===== src/rtl/imm_narrow_pkg.sv =====
// Shared definitions for the immediate narrowing unit: default widths,
// skid-buffer state encoding and the narrowing function.
package imm_narrow_pkg;

  localparam int IN_W_DEF  = 8;
  localparam int OUT_W_DEF = 3;
  localparam int CNT_W_DEF = 8;

  typedef enum logic [1:0] {
    BUF_EMPTY = 2'd0,
    BUF_ONE   = 2'd1,
    BUF_TWO   = 2'd2
  } buf_state_e;

  // Packed so that {fit, field} is directly usable as a buffer payload.
  typedef struct packed {
    logic                 fit;
    logic [OUT_W_DEF-1:0] field;
  } narrow_t;

  // Narrow a signed IN_W_DEF value to OUT_W_DEF bits. The value fits when
  // every bit from the top down to the field's sign bit agrees, which is
  // exactly the condition for sign extension to round-trip.
  function automatic narrow_t narrow(input logic [IN_W_DEF-1:0] value,
                                     input logic                sat);
    narrow_t                        res;
    logic [IN_W_DEF-OUT_W_DEF:0]    hi;
    hi      = value[IN_W_DEF-1:OUT_W_DEF-1];
    res.fit = (hi == {(IN_W_DEF-OUT_W_DEF+1){1'b0}}) ||
              (hi == {(IN_W_DEF-OUT_W_DEF+1){1'b1}});
    if (res.fit || !sat) begin
      res.field = value[OUT_W_DEF-1:0];
    end else if (value[IN_W_DEF-1]) begin
      res.field = {1'b1, {(OUT_W_DEF-1){1'b0}}};
    end else begin
      res.field = {1'b0, {(OUT_W_DEF-1){1'b1}}};
    end
    return res;
  endfunction

endpackage


===== src/rtl/imm_narrow_unit_skid.sv =====
// Two-entry valid/ready skid buffer. The main register drives the output;
// the skid register catches the one word accepted on the first stalled cycle.
module narrow_skid_buf
  import imm_narrow_pkg::*;
#(
  parameter int PW = 4
) (
  input  logic          clk,
  input  logic          rst,
  input  logic          in_valid,
  output logic          in_ready,
  input  logic [PW-1:0] in_payload,
  output logic          out_valid,
  input  logic          out_ready,
  output logic [PW-1:0] out_payload
);

  localparam logic [1:0] ST_EMPTY = BUF_EMPTY;
  localparam logic [1:0] ST_ONE   = BUF_ONE;
  localparam logic [1:0] ST_TWO   = BUF_TWO;

  logic [1:0]    state_q, state_d;
  logic [PW-1:0] main_q, main_d;
  logic [PW-1:0] skid_q, skid_d;
  logic          in_ready_q, in_ready_d;
  logic          out_valid_q, out_valid_d;
  logic          accept_s;
  logic          xfer_s;

  assign accept_s    = in_valid & in_ready_q;
  assign xfer_s      = out_valid_q & out_ready;
  assign in_ready    = in_ready_q;
  assign out_valid   = out_valid_q;
  assign out_payload = main_q;

  // Next-state and datapath steering for the EMPTY/ONE/TWO buffer.
  always_comb begin
    state_d = state_q;
    main_d  = main_q;
    skid_d  = skid_q;
    case (state_q)
      ST_EMPTY: begin
        if (accept_s) begin
          main_d  = in_payload;
          state_d = ST_ONE;
        end else begin
          state_d = ST_EMPTY;
        end
      end
      ST_ONE: begin
        if (accept_s && xfer_s) begin
          main_d  = in_payload;
          state_d = ST_ONE;
        end else if (accept_s) begin
          skid_d  = in_payload;
          state_d = ST_TWO;
        end else if (xfer_s) begin
          state_d = ST_EMPTY;
        end else begin
          state_d = ST_ONE;
        end
      end
      ST_TWO: begin
        // in_ready is low here, so only the drain can happen.
        if (xfer_s) begin
          main_d  = skid_q;
          state_d = ST_ONE;
        end else begin
          state_d = ST_TWO;
        end
      end
      default: begin
        state_d = ST_EMPTY;
      end
    endcase
    in_ready_d  = (state_d != ST_TWO);
    out_valid_d = (state_d != ST_EMPTY);
  end

  // Buffer registers; reset discards anything in flight.
  always_ff @(posedge clk or posedge rst) begin
    if (rst) begin
      state_q     <= ST_EMPTY;
      main_q      <= {PW{1'b0}};
      skid_q      <= {PW{1'b0}};
      in_ready_q  <= 1'b1;
      out_valid_q <= 1'b0;
    end else begin
      state_q     <= state_d;
      main_q      <= main_d;
      skid_q      <= skid_d;
      in_ready_q  <= in_ready_d;
      out_valid_q <= out_valid_d;
    end
  end

endmodule


===== src/rtl/imm_narrow_unit.sv =====
// Signed narrowing stage: IN_W value -> OUT_W immediate field plus fit flag,
// buffered through a skid buffer, with a saturating range-violation counter.
// The narrowing function is elaborated at the package widths.
module imm_narrow_unit
  import imm_narrow_pkg::*;
#(
  parameter int IN_W  = IN_W_DEF,
  parameter int OUT_W = OUT_W_DEF,
  parameter int CNT_W = CNT_W_DEF
) (
  input  logic             clk,
  input  logic             rst,
  input  logic             in_valid,
  output logic             in_ready,
  input  logic [IN_W-1:0]  in_data,
  input  logic             sat_en,
  output logic             out_valid,
  input  logic             out_ready,
  output logic [OUT_W-1:0] out_data,
  output logic             out_fit,
  output logic [CNT_W-1:0] ovf_count,
  input  logic             clr_count
);

  narrow_t          nar_s;
  logic [OUT_W:0]   out_payload_s;
  logic             acc_nonfit_s;
  logic [CNT_W-1:0] ovf_q, ovf_d;

  assign nar_s = narrow(in_data, sat_en);

  narrow_skid_buf #(.PW(OUT_W + 1)) u_buf (
    .clk        (clk),
    .rst        (rst),
    .in_valid   (in_valid),
    .in_ready   (in_ready),
    .in_payload (nar_s),
    .out_valid  (out_valid),
    .out_ready  (out_ready),
    .out_payload(out_payload_s)
  );

  assign out_data  = out_payload_s[OUT_W-1:0];
  assign out_fit   = out_payload_s[OUT_W];
  assign ovf_count = ovf_q;

  assign acc_nonfit_s = in_valid & in_ready & ~nar_s.fit;

  // Overflow counter: clear wins, but a same-cycle violation still counts.
  always_comb begin
    if (clr_count) begin
      ovf_d = acc_nonfit_s ? {{(CNT_W-1){1'b0}}, 1'b1} : {CNT_W{1'b0}};
    end else if (acc_nonfit_s && (ovf_q != {CNT_W{1'b1}})) begin
      ovf_d = ovf_q + {{(CNT_W-1){1'b0}}, 1'b1};
    end else begin
      ovf_d = ovf_q;
    end
  end

  // Counter register.
  always_ff @(posedge clk or posedge rst) begin
    if (rst) begin
      ovf_q <= {CNT_W{1'b0}};
    end else begin
      ovf_q <= ovf_d;
    end
  end

endmodule

===== config.mk =====
export PLATFORM = sky130hd
export DESIGN_NAME = imm_narrow_unit
export DESIGN_NICKNAME = d
export VERILOG_FILES = /design/src/rtl/imm_narrow_pkg.sv /design/src/rtl/imm_narrow_unit_skid.sv /design/src/rtl/imm_narrow_unit.sv
export SDC_FILE = /design/constraint.sdc
export NUM_CORES = 1
export LEC_CHECK = 0
export ABC_CLOCK_PERIOD_IN_PS = 4100
export CORE_MARGIN = 8
export CORE_UTILIZATION = 35
export CTS_CLUSTER_DIAMETER = 50
export DETAILED_ROUTE_END_ITERATION = 8
export GPL_TIMING_DRIVEN = 1
export PLACE_DENSITY_LB_ADDON = 0.08
export SLEW_MARGIN = 20
export SYNTH_ARGS = -nofsm -noshare
export SYNTH_HDL_FRONTEND = slang
export SYNTH_SLANG_ARGS = --single-unit
export TNS_END_PERCENT = 20

===== constraint.sdc =====
create_clock -name clk -period 4.1 [get_ports clk]
set_input_delay 0.82 -clock clk [delete_from_list [all_inputs] [get_ports clk]]
set_output_delay 0.82 -clock clk [all_outputs]
set_load 0.005 [all_outputs]

Yosys cells after proc, flatten, opt, wreduce, memory -nomap -nowiden
Index checks and enable logic that the tools add are counted.

cells by class
  bitwise gates (word level) = 5
  equality and inequality tests = 8
  $add $sub $neg = 1
  mux-type cells = 15
  reduce and logical (&&, ||, !) cells = 12

operators with widths
  operator                                             count
  2-to-1 mux 8 bit                                     2
  2-to-1 mux 4 bit                                     3
  case mux 4 bit (3 select lines)                      1
  adder 8 x 1 -> 8 bit, second input constant          1
  != test 8 bit, second input constant                 1
  equality test 6 bit, second input constant           1
  logical NOT 6 bit                                    1
  2-to-1 mux 2 bit                                     3
  2-to-1 mux 3 bit                                     2
  != test 2 x 1 -> 1 bit, second input constant        3
  case mux 2 bit (3 select lines)                      1
  AND reduction 4 bit                                  1
  nonzero test 2 bit                                   2
  AND 1 bit                                            3
  2-to-1 mux 1 bit                                     3
  AND reduction 3 bit                                  1
  nonzero test 3 bit                                   1
  equality test 2 x 1 -> 1 bit, second input constant  1
  equality test 2 bit, second input constant           1
  logical AND 1 bit                                    2
  logical NOT 2 bit                                    1
  logical OR 1 bit                                     2
  != test 2 bit, second input constant                 1
  NOT 1 bit                                            2
  logical NOT 1 bit                                    1

word-level totals
  bits in registers = 20
  input port bits = 14
  word-level logic and storage cells = 47
  output and inout bits = 14

Depth between registers and ports, before layout
  depth after elaboration = 7
  depth in mapped cells = 6
  gate-level depth less buffers = 5

Cells and area by module
From an unflattened synthesis, not the netlist that was laid out.

second synthesis, totals
  cells, all modules = 109
  area total of the unflattened synthesis = 1179.9 µm²

modules (own cells, without submodules)
  module           area each (µm²)  sequential area each (µm²)  cells an instance  instances
  imm_narrow_unit  610.6            200.2                       67                 1
  narrow_skid_buf  569.3            301.5                       42                 1

Least setup slack after synthesis
Ideal clock, no wire load.

  kind = in2reg
  start = input in_data[5]
  end = register ovf_q[2], in the netlist ovf_count[2]
  arrival time = 1.959 ns
  path buffers = 1
  path slack = 2.064 ns
  stages = 6
  data required time = 4.023 ns
  library setup time = 0.077 ns
  cell sequence = and4_4 -> nand3_2 -> o2111ai_2 -> buf_6 -> or4_1 -> a21oi_1

on the way
  word-level cells in the longest chain between the ends = 6
  elaborated cells on any way between the ends = 7
  classes of those cells = eq/ne (1); bitwise (2); reduce/logical (4)

ends and longest elaborated chain
  what                                                      line                                        text
  start, declared                                           imm_narrow_unit.sv:15                       input logic [IN_W-1:0] in_data,
  equality test 6 bit or logical NOT 6 bit (tied branches)  imm_narrow_pkg.sv:30, imm_narrow_pkg.sv:29
  logical OR 1 bit *                                        imm_narrow_pkg.sv:29                        res.fit = (hi == {(IN_W_DEF-OUT_W_DEF+1){1'b0}}) ||
  NOT 1 bit *                                               imm_narrow_unit.sv:47                       assign acc_nonfit_s = in_valid & in_ready & ~nar_s.fit;
  AND 1 bit *                                               imm_narrow_unit.sv:47
  logical AND 1 bit *                                       imm_narrow_unit.sv:53                       end else if (acc_nonfit_s && (ovf_q != {CNT_W{1'b1}})) begin
  nonzero test 2 bit (no source line) *                     -
  end signal, assigned                                      imm_narrow_unit.sv:63                       ovf_q <= {CNT_W{1'b0}};
  end signal, assigned                                      imm_narrow_unit.sv:65                       ovf_q <= ovf_d;
  end, declared                                             imm_narrow_unit.sv:28                       logic [CNT_W-1:0] ovf_q, ovf_d;

Every way passes the cells marked *; elsewhere a longest branch is shown, timed or not.
A chain may end at the register's enable or synchronous reset.

Final worst setup path
  start = input in_data[2]
  end = register ovf_q[7], in the netlist ovf_count[7]

The elaborated chain is that of the path after synthesis.

==> metrics <==
Routed Antenna Nets 0; crit path time final 2316 ps; critical path's largest stage delay 570 ps; Sw Share 34.17%; status completed; setup violators final 0; CTS tree built; Min Hold Slack 502.6 ps; Post-synth EDFFs 0; vias in the first global route 906; # rows 20; Netlist Area Pre-Place 1069 um^2; Cells after Synth 113; Clock Tree Buf Depth 2; Crit Path Category primary input to flop; logic gate share of total power 38.2%; most frequent cells in the layout clkdlybuf4s50_1, dfrtp_1, nand2_1, o21ai_0; initial antenna violation count 0; area grow syn2layout 30.45%; sequential fraction of the synthesis area 46.96%; GRT overflow 0; WP data required 4330 ps; WL/cell 14.57 um; RSZ-0062 raised after global routing no; number of buffers created by CTS 3; setup bufs post-CTS 0; slowest CP cell or4_1; DIE AREA 5077 um^2; Final Max Slew Viols 0; Peak Freq 431.8 MHz; Least-Margin Pin Slew 777.5 ps; Vias/cell 5.471; pwr/cell area 497.1 nW/um^2; worst-path cell chain clkdlybuf4s50_1 > and4_4 > nand3_2 > o2111ai_2 > or4_1 > a21oi_1; commonest non-fill, non-tap cell in the layout clkdlybuf4s50_1; peak supply drop 0.2435 mV; fill count 287; I/O pin count 28; global placement routability congestion 0.7416; share of cells above drive strength 1 7.801%; Synth Flop Type dfrtp_1; setup tns final 0 ps; CTS Sinks 20; Starting Density 35.88%; syn_nets 128; leakage 0.0005703 uW; crit end category flop; period utilization 56.49%; final hold vios 0; FF+latch count, synth 20; crit-path leading delay family simple AND/OR/NAND/NOR gates; CTS root buf clkbuf_4; CORE AREA 2978 um^2; Sw Pwr 236.7 uW; routed via count 952; Initial DRT Pass Iterations 4; Inserted Diodes 0; Port Buffers 27; Yosys cell types 41; DRT Wirelength 2535 um; WP buf/inv 1; Post-route DRC 0; Clock power frac 17.3%; Layout Skew 18.20 ps; # hold bufs at CTS 0; die width 71.26 um; Layout Nets 157; first-pass GRT wire length 4291 um; HP Class flop to flop; CP arrival 2550 ps; DP HPWL 1939 um; gr usage total 10.60%; clock-pin slew on the worst setup and hold paths 130 ps; later-pin clock latency in the skew report 310 ps; Die Height 71.26 um; max-cap check violation count 0; worst rel slew slack 48.11%; Pint 456.1 uW; sequential share of power 44.5%; Async S/R FF share, synth 100.0%; DRT iter0 DRCs 36; largest net degree at the start of global routing 21; # resized after CTS 0; Ys Warns 0; Critical Path Start Type primary input; H-tree levels 1; Avg Cell Area, Syn 9.456 um^2; critical path peak fanout 12
through the flow:
stage               power, uW  util [%]  cells  setup WS (ps)  instance area [um^2]
CTS                     701.5     46.81    174           1801                  1394
global route            751.9     46.81    174           1657                  1394
floorplan               458.9         -    113           2064                  1069
global placement        576.8     45.59    170           1508                  1358
finish                  692.9     46.81    174           1784                  1394
detailed placement      580.8     45.59    170           1456                  1358
kinds of logic after synthesis:
family / Yosys count / synth area share [%]
xor gates and xnor gates: 1 / 0.8198
DFF: 20 / 46.96
AOI/OAI and AO/OA: 34 / 21.43
and+or+nand+nor: 48 / 23.54
adders and majority gates: 1 / 1.171
muxes: 3 / 2.927
buffers and inverters: 6 / 3.161
metal layers:
metal / share of wire [%] / track usage [%] / up-vias
met5: 0 / 0 / -
met4: 0.75 / 2.771 / 0
met3: 8.0 / 5.160 / 2
met2: 48 / 17.35 / 28
met1: 43 / 11.97 / 447
li1: - / - / 475
power groups by stage:
stage                     Clock, uW  Sequential [uW]  Combinational (uW)
final                           120              308                 264
after global routing            134              318                 300
after CTS                       124              308                 269
after detailed placement          0              313                 268
after global placement            0              309                 267
after floorplan                   0              307                 152
worst reg2reg max path, delay by kind of cell, from the launching register on:
kind	cells	cell delay (ps)
flip-flops	1	580
AND/OR/NAND/NOR	1	570
AO/OA/AOI/OAI	2	410
registers in the layout, summed over array words and instances (netlist names):
name	flops
u_buf.out_payload	4
ovf_count	8
u_buf.out_valid	1
u_buf.in_ready	1
u_buf.skid_q	4
u_buf.state_q	2
final timing paths:
path                                  from          endpoint  slack [ps]  cells past startpoint
max                             in_data[2]      ovf_count[7]        1780                      6
max in group asynchronous              rst      ovf_count[5]        2670                      2
min                        u_buf.skid_q[0]   u_buf.skid_q[0]         500                      2
max reg2reg                 u_buf.in_ready      ovf_count[7]        2470                      3
min reg2reg                u_buf.skid_q[0]   u_buf.skid_q[0]         500                      2
min in group asynchronous              rst  u_buf.state_q[0]         930                      2
cell usage after synthesis, types with 2 or more instances:
library cell   n  area [um^2]
dfrtp_1       19        475.5
nand2_1       16        60.06
o21ai_0        8        40.04
a21oi_1        7        35.03
nor2_1         7        26.28
o31ai_1        5        37.54
nand3_1        4        20.02
nor3_1         4        20.02
a31oi_1        3        18.77
inv_1          3        11.26
or4_1          3        22.52
a21boi_0       2        15.01
and3_2         2        15.01
mux2i_1        2        20.02
nor2b_1        2        12.51
layout make-up:
type                            count  area (um^2)  share of cell area, %
Tap cell                           33        41.29                  2.962
Timing Repair Buffer               27        270.3                  19.39
Multi-Input combinational cell     87        533.0                  38.24
Inverter                            3        11.26                 0.8079
Sequential cell                    20        501.7                  36.00
Clock buffer                        4        36.28                  2.603
No activity file was read; power rests on OpenSTA's default activity.
